**src/rtl/jrb8_mem_if.sv**
```systemverilog
// jrb8 external memory bus interface: multiplexed high/low address,
// then a timed read or write strobe. Optional macro: JRB8_MEMIF_ADDR_CACHE_EN.
module jrb8_mem_if #(
    parameter int WAIT_CYCLES = 2
) (
    input  logic        clk,
    input  logic        rst_n,
    input  logic        req,
    input  logic        we,
    input  logic [15:0] addr,
    input  logic [7:0]  wdata,
    output logic [7:0]  rdata,
    output logic        done,
    output logic        busy,
    input  logic [7:0]  bus_in,
    output logic [7:0]  bus_out,
    output logic [7:0]  bus_oe,
    output logic        ale_hi,
    output logic        ale_lo,
    output logic        rd_n,
    output logic        wr_n
);

    localparam logic [2:0] IDLE    = 3'd0;
    localparam logic [2:0] ADDR_HI = 3'd1;
    localparam logic [2:0] ADDR_LO = 3'd2;
    localparam logic [2:0] ACCESS  = 3'd3;
    localparam logic [2:0] DONE    = 3'd4;

    localparam logic [3:0] CNT_LOAD = 4'(WAIT_CYCLES - 1);

    logic [2:0]  state;
    logic [3:0]  cnt;
    logic        we_q;
    logic [15:0] addr_q;
    logic [7:0]  wdata_q;
    logic        hit;

`ifdef JRB8_MEMIF_ADDR_CACHE_EN
    logic       hi_valid;
    logic [7:0] hi_last;

    assign hit = hi_valid && (addr[15:8] == hi_last);

    // Remember the high byte each time an ADDR_HI phase is issued
    always_ff @(posedge clk) begin
        if (!rst_n) begin
            hi_valid <= 1'b0;
            hi_last  <= 8'h00;
        end else if (state == IDLE && req && !hit) begin
            hi_valid <= 1'b1;
            hi_last  <= addr[15:8];
        end
    end
`else
    assign hit = 1'b0;
`endif

    // Transaction FSM; every pad and core output is a register
    always_ff @(posedge clk) begin
        if (!rst_n) begin
            state   <= IDLE;
            cnt     <= 4'd0;
            we_q    <= 1'b0;
            addr_q  <= 16'h0000;
            wdata_q <= 8'h00;
            rdata   <= 8'h00;
            done    <= 1'b0;
            busy    <= 1'b0;
            bus_out <= 8'h00;
            bus_oe  <= 8'h00;
            ale_hi  <= 1'b0;
            ale_lo  <= 1'b0;
            rd_n    <= 1'b1;
            wr_n    <= 1'b1;
        end else begin
            case (state)
                IDLE: begin
                    if (req) begin
                        we_q    <= we;
                        addr_q  <= addr;
                        wdata_q <= wdata;
                        busy    <= 1'b1;
                        bus_oe  <= 8'hFF;
                        if (hit) begin
                            state   <= ADDR_LO;
                            bus_out <= addr[7:0];
                            ale_lo  <= 1'b1;
                        end else begin
                            state   <= ADDR_HI;
                            bus_out <= addr[15:8];
                            ale_hi  <= 1'b1;
                        end
                    end
                end
                ADDR_HI: begin
                    state   <= ADDR_LO;
                    ale_hi  <= 1'b0;
                    ale_lo  <= 1'b1;
                    bus_out <= addr_q[7:0];
                end
                ADDR_LO: begin
                    state  <= ACCESS;
                    ale_lo <= 1'b0;
                    cnt    <= CNT_LOAD;
                    if (we_q) begin
                        bus_out <= wdata_q;
                        bus_oe  <= 8'hFF;
                        wr_n    <= 1'b0;
                    end else begin
                        bus_oe <= 8'h00;
                        rd_n   <= 1'b0;
                    end
                end
                ACCESS: begin
                    if (cnt == 4'd0) begin
                        state  <= DONE;
                        done   <= 1'b1;
                        rd_n   <= 1'b1;
                        wr_n   <= 1'b1;
                        bus_oe <= 8'h00;
                        if (!we_q) begin
                            rdata <= bus_in;
                        end
                    end else begin
                        cnt <= cnt - 4'd1;
                    end
                end
                DONE: begin
                    state <= IDLE;
                    done  <= 1'b0;
                    busy  <= 1'b0;
                end
                default: begin
                    state  <= IDLE;
                    done   <= 1'b0;
                    busy   <= 1'b0;
                    bus_oe <= 8'h00;
                    ale_hi <= 1'b0;
                    ale_lo <= 1'b0;
                    rd_n   <= 1'b1;
                    wr_n   <= 1'b1;
                end
            endcase
        end
    end

endmodule

```
**config.mk**
```make
export PLATFORM = sky130hd
export DESIGN_NAME = jrb8_mem_if
export DESIGN_NICKNAME = d
export VERILOG_FILES = /design/src/rtl/jrb8_mem_if.sv
export SDC_FILE = /design/constraint.sdc
export NUM_CORES = 1
export LEC_CHECK = 0
export ABC_AREA = 1
export CORE_UTILIZATION = 42
export DETAILED_ROUTE_END_ITERATION = 8
export PLACE_DENSITY_LB_ADDON = 0.15
export SLEW_MARGIN = 15
export SYNTH_ARGS = -nofsm -noshare
export SYNTH_HDL_FRONTEND = slang
export SYNTH_SLANG_ARGS = --single-unit
export TNS_END_PERCENT = 50
```
**constraint.sdc**
```tcl
create_clock -name clk -period 1.4 [get_ports clk]
set_clock_uncertainty 0.2 [all_clocks]
set_input_delay 0.14 -clock clk [delete_from_list [all_inputs] [get_ports clk]]
set_output_delay 0.14 -clock clk [all_outputs]
set_load 0.05 [all_outputs]
```
==> results of run 1 <==
[worst max-delay path: cells and delay by family (launching register included)]
kind / cells / cell delay (ns)
DFF: 1 / 0.36
buffers and inverters: 2 / 0.33
and+or+nand+nor: 2 / 0.23
AOI/OAI and AO/OA: 2 / 0.20
[state kept, by name (all words and copies together) (netlist names)]
signal and count:
ale_lo 1, cnt 4, state 3, done 1
we_q 1, bus_oe 1, addr_q 8, busy 1
wr_n 1, wdata_q 8, ale_hi 1, rdata 8
bus_out 8, rd_n 1
[Yosys cell counts]
cell | instances | area [sq um]
a21oi_1 | 24 | 120
ha_1 | 1 | 12.5
nand3_4 | 1 | 17.5
nand2_4 | 3 | 33.8
nor2_2 | 1 | 6.26
a21oi_4 | 1 | 16.3
nand3_1 | 22 | 110
inv_1 | 40 | 150
nand3b_1 | 1 | 7.51
nor3_1 | 3 | 15.0
nand3_2 | 2 | 20.0
clkinv_1 | 1 | 3.75
nand2_1 | 72 | 270
clkbuf_2 | 1 | 5.00
nor2_1 | 43 | 161
nand4_1 | 1 | 6.26
clkbuf_1 | 2 | 7.51
buf_4 | 8 | 60.1
buf_6 | 5 | 56.3
a21oi_2 | 2 | 17.5
dfxtp_1 | 47 | 941
nand2_2 | 1 | 6.26
inv_2 | 1 | 3.75
buf_2 | 3 | 15.0
nor2_4 | 2 | 22.5
a31oi_1 | 1 | 6.26
o21ai_0 | 18 | 90.1
or2_0 | 1 | 6.26
[per-stage QoR]
step / area, sq um / setup WS (ns)
2_1_floorplan: 2190 / 0.00218
6_report: 3580 / -0.0415
4_1_cts: 3540 / -0.0125
5_1_grt: 3580 / -0.112
3_3_place_gp: 3330 / -0.165
3_5_place_dp: 3330 / -0.206
[worst paths after layout]
| check | start | end | cells past startpoint |
|---|---|---|---|
| setup / recovery | state[0] | addr_q[0] | 6 |
| hold / removal | bus_in[2] | rdata[2] | 3 |
| setup reg to reg | state[0] | addr_q[0] | 6 |
| hold reg to reg | addr_q[2] | addr_q[2] | 2 |
[cell families after synthesis]
logic type,count (synthesis),share of synthesized area (%)
DFF,47,43.0
buffers and inverters,61,13.8
adders and majority gates,1,0.572
AOI/OAI and AO/OA,46,11.4
and+or+nand+nor,153,31.2
[power by group through the flow]
stage          clock network (mW)  registers, mW  logic (mW)
5_1_grt                     0.973           1.73        2.55
2_1_floorplan                   0           2.03       0.906
4_1_cts                     0.920           1.71        2.35
3_3_place_gp                    0           1.73        2.19
6_report                    0.896           1.71        2.40
3_5_place_dp                    0           1.73        2.21
[area by class of cell]
class	count	area, sq um
clock buffers	8	100
fillers	394	1300
inverters	42	163
multi-input cells	202	1070
flip-flops and latches	47	951
well taps	67	83.8
repair buffers	96	1210
[repair_timing]
action                                  4_1_cts  5_1_grt
gates cloned                                  2        0
hold buffers                                  0        0
endpoints found under the setup margin       51       43
pin swaps                                    16        3
buffers inserted                              1        0
gates resized for setup                      34       16
[layer usage]
layer	global-route usage, %	share of wire (%)
met4	8.33	1.4
met1	24.7	45
met5	0	0
met2	36.0	49
met3	4.20	4.4
==> impl_results.md, run 1 <==
- Flop pwr share: 34.2%
- Synth warnings: 0
- Final setup margin: -0.0415 ns
- Fin crit period: 1.44 ns
- WL final: 5.40 mm
- Tot GR Track Use: 20.6%
- First-pass GRT wire length: 8.57 mm
- Run status: finished with violations
- Hold Violations, Final: 0
- Final #Nets: 431
- Relative slew margins: 77.7%
- H-tree depth: 2
- Mapped Avg Cell Area: 7.11 sq um
- Crit. End Element: flop
- Largest net degree at the start of global routing: 36
- Rows: 25
- I/O pins: 66
- Syn_nets: 345
- Vias in the first global route: 1,949
- Initial antenna violation count: 0
- Dpl cells: 452
- Slew Limit Fails: 0
- Clock insertion delay at the later pin of the skew report: 0.30 ns
- Crit Path Max Fanout: 35
- Total power: 5.00 mW
- CTS root buffer: clkbuf_8
- Sequential fraction of the synthesis area: 43.0%
- Pre-Repair DR Iteration Count: 4
- Final Core Density: 73.4%
- Die Area: 5500 sq um
- Combinational fraction of design power: 47.9%
- Fin crit share: 103%
- Number of synthesized register bits: 47
- Failing checks: setup timing
- Dpl hpwl: 3.76 mm
- Hold slack: 0.217 ns
- Fmax: 694 MHz
- Distinct cell type count after synthesis: 28
- Drt drc: 0
- CTS sink cnt: 47
- Worst Hold Class: primary input to flop
- Slowest-stage cell, CP: dfxtp_2
- GRT overflow: 0
- Reported net switching power: 1.91 mW
- 1st-iter DRT viols: 83
- Initial Util: 44.8%
- Worst-margin pin slew: 0.334 ns
- Via count: 2,160
- Mapped Area: 2190 sq um
- Clock buffers created by TritonCTS: 5
- Final setup vio count: 20
- CP Data Arrival Time: 1.44 ns
- CP cell instances: buf_4, nor2_4, nand3_2, buf_12, o21ai_0, a21oi_1
- Critical Path RT: 1.39 ns
- Routed wire per std cell: 11.7 um
- Die H: 74.2 um
- Cell-internal power: 3.09 mW
- Final ANT Viol Nets: 0
- CP max stage delay: 0.36 ns
- Reg2Reg Setup Slack: -0.04 ns
- Clock share of power: 17.9%
- Commonest cells after routing, fill and taps aside: nand2_1, dfxtp_1, inv_1
- Peak VDD IR: 0.926 mV
- Non-Filler Instances: 462
- Max Root-Sink Buffers: 2
- Post-DR vias/cell: 4.68
- Power per Cell Area: 1400 nW/um^2
- Setup CP Type: flop to flop
- Core area: 4880 sq um
- Most common cell after layout, fill and taps aside: nand2_1
- PortBufs: 65
- CTS tree: yes
- Die X: 74.2 um
- Setup TNS: -0.379 ns
- Sw frac: 38.2%
- Ratio of cells with drive above 1 in the final layout: 28.1%
- Pleak: 1.58 nW
- RSZ-0062 raised after global routing: true
- N_diodes: 0
- Gp weighted congestion: 0.839
- Clk slew on worst S/H paths: 0.08 ns
- Post-Synthesis Cells: 308
- Max-cap violations: 0
- P&R area growth vs syn: 63.7%
- Startpoint type of the worst setup path: flop
No activity file was read; power rests on OpenSTA's default activity.
==> inputs of run 2 (changes only) <==
--- a/config.mk
+++ b/config.mk
@@ -6,7 +6,7 @@
 export NUM_CORES = 1
 export LEC_CHECK = 0
 export ABC_AREA = 1
-export CORE_UTILIZATION = 42
+export CORE_UTILIZATION = 40
 export DETAILED_ROUTE_END_ITERATION = 8
 export PLACE_DENSITY_LB_ADDON = 0.15
 export SLEW_MARGIN = 15
==> impl_results.md, run 2 (same netlist as run 1, synthesis figures left out) <==
- Combinational fraction of design power: 47.5%
- Relative slew margins: 78.3%
- First-pass GRT wire length: 8.64 mm
- Fin crit period: 1.46 ns
- Hold Violations, Final: 0
- Commonest cells after routing, fill and taps aside: nand2_1, dfxtp_1, nor2_1, inv_1, clkdlybuf4s50_1
- Clock insertion delay at the later pin of the skew report: 0.30 ns
- Gp weighted congestion: 0.827
- Setup TNS: -0.366 ns
- Final setup vio count: 9
- Core area: 5170 sq um
- Clock share of power: 17.9%
- HP Start: bus_in[0]
- Worst Hold Class: primary input to flop
- Largest net degree at the start of global routing: 36
- CP cell instances: buf_6, nand2_4, nor2_4, nand2_4, nand2_8, nand2_1, nand2_1, nor2_1
- Clk slew on worst S/H paths: 0.08 ns
- Clock buffers created by TritonCTS: 5
- Hold Path Stages: 3
- Peak VDD IR: 0.763 mV
- Final #Nets: 425
- Slowest-stage cell, CP: dfxtp_4
- Die Area: 5770 sq um
- Placed instance area: 3300 sq um
- Slew Limit Fails: 0
- Failing checks: setup timing
- Worst-margin pin slew: 0.325 ns
- RSZ-0062 raised after global routing: true
- N_diodes: 0
- Worst r2r dst: bus_out[6]
- Startpoint type of the worst setup path: flop
- Reported net switching power: 1.93 mW
- Run status: finished with violations
- Reg2Reg Setup Slack: -0.06 ns
- Dpl hpwl: 3.74 mm
- Tot GR Track Use: 18.7%
- CTS tree: yes
- Final Core Density: 70.4%
- Hold buffers post-CTS: 0
- Drt drc: 0
- Initial antenna violation count: 0
- Max-cap violations: 0
- CP Data Arrival Time: 1.47 ns
- Worst Hold Path EP: rdata[0]
- Sw frac: 38.6%
- I/O pins: 66
- Via count: 2,136
- Register area: 955 sq um
- P&R area growth vs syn: 66.5%
- Ratio of cells with drive above 1 in the final layout: 30.8%
- Filler cells: 424
- WL final: 5.45 mm
- CTS sink cnt: 47
- Cells on worst reg2reg path: 8
- GRT overflow: 0
- Crit path max-delay family: simple AND/OR/NAND/NOR gates
- Die X: 76.0 um
- Critical Path RT: 1.40 ns
- Max Root-Sink Buffers: 2
- Rows: 26
- 1st-iter DRT viols: 70
- Worst path bufs/invs: 1
- Worst r2r src: state[1]
- Routed wire per std cell: 11.9 um
- Non-Filler Instances: 459
- Pleak: 1.61 nW
- Pre-Repair DR Iteration Count: 5
- Fmax: 684 MHz
- Flop pwr share: 34.6%
- Most common cell after layout, fill and taps aside: nand2_1
- Dpl cells: 447
- Final ANT Viol Nets: 0
- CP max stage delay: 0.42 ns
- H-tree depth: 2
- Post-route design area: 3640 sq um
- Crit Path Max Fanout: 8
- Cell-internal power: 3.07 mW
- CTS root buffer: clkbuf_8
- Multi-input logic area: 1120 sq um
- Fin crit share: 104%
- Initial Util: 42.3%
- PortBufs: 65
- Setup CP Type: flop to flop
- Crit. End Element: flop
- Vias in the first global route: 1,921
- Final setup margin: -0.0616 ns
- Post-DR vias/cell: 4.65
- Power per Cell Area: 1370 nW/um^2
- Die H: 76.0 um
## run 2: cell types whose count changed in the layout (fill, tap and decap cells not counted), moves of 3 or more
| cell | delta |
|---|---|
| nand3_2 | +4 |
| buf_6 | +5 |
| nand3_1 | -4 |
| buf_4 | -13 |
| inv_2 | +3 |
| o21ai_2 | +7 |
| o21ai_0 | -5 |
## run 2: worst max path at each step
stage                     startpoint    endpoint  slack, ns  cells past startpoint
after floorplan             state[2]  bus_out[6]      0.002                      9
after global placement           req  bus_out[7]      -0.15                      7
after detailed placement         req  bus_out[5]      -0.21                      7
after CTS                   state[0]  wdata_q[1]      -0.05                      5
after global routing          cnt[0]      cnt[1]      -0.10                      7
final                       state[1]  bus_out[6]      -0.06                      8
## run 2: worst min-delay path, stage by stage
cell	delay, ns
clkdlybuf4s50_1	0.40
nor2_1	0.10
nor2_1	0.05
## run 2: what timing repair did
action                                  in CTS  in global routing
gates cloned                                 1                  1
hold endpoints to repair                     0                  0
endpoints found under the setup margin      31                 51
buffers inserted                             0                  2
gates resized for setup                     11                 66
pin swaps                                    1                 18
## run 2: layout make-up
class / instances / share of cell area (%)
Clock buffer: 8 / 2.75
Inverter: 42 / 4.46
Multi-Input combinational cell: 202 / 30.9
Sequential cell: 47 / 26.2
Tap cell: 70 / 2.40
Timing Repair Buffer: 90 / 33.3
## run 2: per-layer routing
| layer | vias to the layer above | global-route usage (%) | wire length, um | part of all wire (%) |
|---|---|---|---|---|
| met5 | - | 0 | 0 | 0 |
| met3 | 8 | 3.98 | 264 | 4.8 |
| li1 | 1115 | - | - | - |
| met4 | 0 | 6.92 | 82 | 1.5 |
| met1 | 950 | 23.8 | 2370 | 43 |
| met2 | 63 | 31.0 | 2730 | 50 |
## run 2: power by group through the flow
| stage | combinational [mW] | sequential [mW] | clock, mW |
|---|---|---|---|
| detailed placement | 2.15 | 1.74 | 0 |
| global placement | 2.12 | 1.73 | 0 |
| floorplan | 0.906 | 2.03 | 0 |
| global route | 2.53 | 1.75 | 0.973 |
| CTS | 2.21 | 1.71 | 0.921 |
| finish | 2.37 | 1.73 | 0.895 |
## run 2: stage by stage
| stage | setup WS, ns | power (mW) | hold WS, ns |
|---|---|---|---|
| final | -0.0616 | 5.00 | 0.221 |
| after global routing | -0.102 | 5.26 | 0.237 |
| after CTS | -0.0465 | 4.84 | 0.214 |
| after detailed placement | -0.205 | 3.89 | 0.235 |
| after global placement | -0.146 | 3.85 | 0.232 |
| after floorplan | 0.00218 | 2.94 | 0.0749 |
==> inputs of run 3 (changes only) <==
--- a/config.mk
+++ b/config.mk
@@ -8,7 +8,7 @@
 export ABC_AREA = 1
 export CORE_UTILIZATION = 40
 export DETAILED_ROUTE_END_ITERATION = 8
-export PLACE_DENSITY_LB_ADDON = 0.15
+export PLACE_DENSITY = 0.73
 export SLEW_MARGIN = 15
 export SYNTH_ARGS = -nofsm -noshare
 export SYNTH_HDL_FRONTEND = slang
==> impl_results.md, run 3 (same netlist as run 1, synthesis figures left out) <==
- Run status: finished with violations
- Failing checks: setup timing
- Worst r2r src: state[1]
- Max-cap violations: 0
- Total power: 5.48 mW
- Slew Limit Fails: 0
- Worst-margin pin slew: 0.391 ns
- Max Root-Sink Buffers: 2
- Post-DR vias/cell: 4.94
- Critical Path Start: state[1]
- Crit. End Element: flop
- Fin crit period: 1.58 ns
- CTS sink cnt: 47
- Pleak: 1.68 nW
- RSZ-0062 raised after global routing: true
- I/O pins: 66
- CTS tree: yes
- Power per Cell Area: 1430 nW/um^2
- Peak VDD IR: 0.964 mV
- Sw frac: 39.1%
- Relative slew margins: 73.9%
- Clock insertion delay at the later pin of the skew report: 0.31 ns
- Crit Path Max Fanout: 8
- Rows: 26
- H-tree depth: 2
- Tot GR Track Use: 20.3%
- Clock share of power: 19.1%
- WL final: 6.63 mm
- Flop pwr share: 31.4%
- Initial Util: 42.3%
- Initial antenna violation count: 0
- Pre-Repair DR Iteration Count: 4
- N_diodes: 0
- Die H: 76.0 um
- Hold buffers post-CTS: 0
- Via count: 2,318
- Dpl ws: -0.226 ns
- Combinational fraction of design power: 49.5%
- CTS root buffer: clkbuf_8
- Die Area: 5770 sq um
- Dpl hpwl: 3.72 mm
- HP Start: bus_in[0]
- Filler cells: 337
- Hold Violations, Final: 0
- Critical Path RT: 1.41 ns
- First-pass GRT wire length: 9.37 mm
- Final setup vio count: 40
- Drt drc: 0
- Setup CP Type: flop to flop
- Routed wire per std cell: 14.1 um
- Final setup margin: -0.181 ns
- Fmax: 633 MHz
- Reported net switching power: 2.14 mW
- Die X: 76.0 um
- Most common cell after layout, fill and taps aside: nand2_1
- Worst Hold Class: primary input to flop
- GRT overflow: 0
- PortBufs: 65
- Vias in the first global route: 2,044
- P&R area growth vs syn: 75.2%
- Core area: 5170 sq um
- Fin crit share: 113%
- Ratio of cells with drive above 1 in the final layout: 35.1%
- 1st-iter DRT viols: 127
- Gp weighted congestion: 0.837
- Clk slew on worst S/H paths: 0.09 ns
- Final ANT Viol Nets: 0
- Final #Nets: 435
- Largest net degree at the start of global routing: 30
- Startpoint type of the worst setup path: flop
- Clock buffers created by TritonCTS: 5
- Cell-internal power: 3.34 mW
- Final Core Density: 74.1%
- CP Data Arrival Time: 1.59 ns
- Commonest cells after routing, fill and taps aside: nand2_1, dfxtp_1, inv_1
run 3: path summary, 6_finish.rpt:
| check | end | depth (start not counted) | slack [ns] |
|---|---|---|---|
| setup / recovery | bus_out[0] | 6 | -0.18 |
| hold / removal | rdata[0] | 3 | 0.21 |
| setup reg to reg | bus_out[0] | 6 | -0.18 |
| hold reg to reg | addr_q[7] | 2 | 0.25 |
run 3: cell type report:
type | instances | area (sq um) | share of cell area (%)
clock inverter | 3 | 46.3 | 1.21
inverter | 42 | 168 | 4.37
timing repair buffer | 100 | 1330 | 34.7
sequential | 47 | 955 | 24.9
tap | 70 | 87.6 | 2.28
multi-input combinational | 202 | 1180 | 30.8
clock buffer | 5 | 68.8 | 1.79
run 3: stage by stage:
stage	cells	setup TNS (ns)	hold slack (ns)	instance area, sq um
5_1_grt	469	-5.04	0.205	3830
3_5_place_dp	450	-4.70	0.237	3300
4_1_cts	463	-0.648	0.215	3570
2_1_floorplan	308	0	0.0749	2190
3_3_place_gp	450	-3.49	0.233	3300
6_report	469	-2.72	0.206	3830
run 3: timing repair:
action	4_1_cts	5_1_grt
endpoints found under the setup margin	53	44
buffers inserted	3	3
cloned	2	3
pin swaps	6	19
resized for setup	31	67
run 3: power by group through the flow:
stage	clock network, mW	logic, mW	registers [mW]
after floorplan	0	0.906	2.03
after global placement	0	2.15	1.73
after detailed placement	0	2.19	1.73
after CTS	1.04	2.39	1.70
after global routing	1.12	2.85	1.74
final	1.04	2.71	1.72
run 3: routing by layer:
metal / global-route usage (%) / vias up / share of wire (%)
li1: - / 1132 / -
met1: 24.1 / 1081 / 40
met2: 35.1 / 88 / 52
met3: 5.78 / 17 / 5.5
met4: 6.73 / 0 / 2.6
met5: 0 / - / 0
run 3: worst max-delay path: stages (launching register included):
cell and delay, ns:
dfxtp_4 0.39, buf_4 0.13, nor2_2 0.06, a21oi_4 0.28
nand2_4 0.14, nor2_1 0.17, nor2_1 0.09
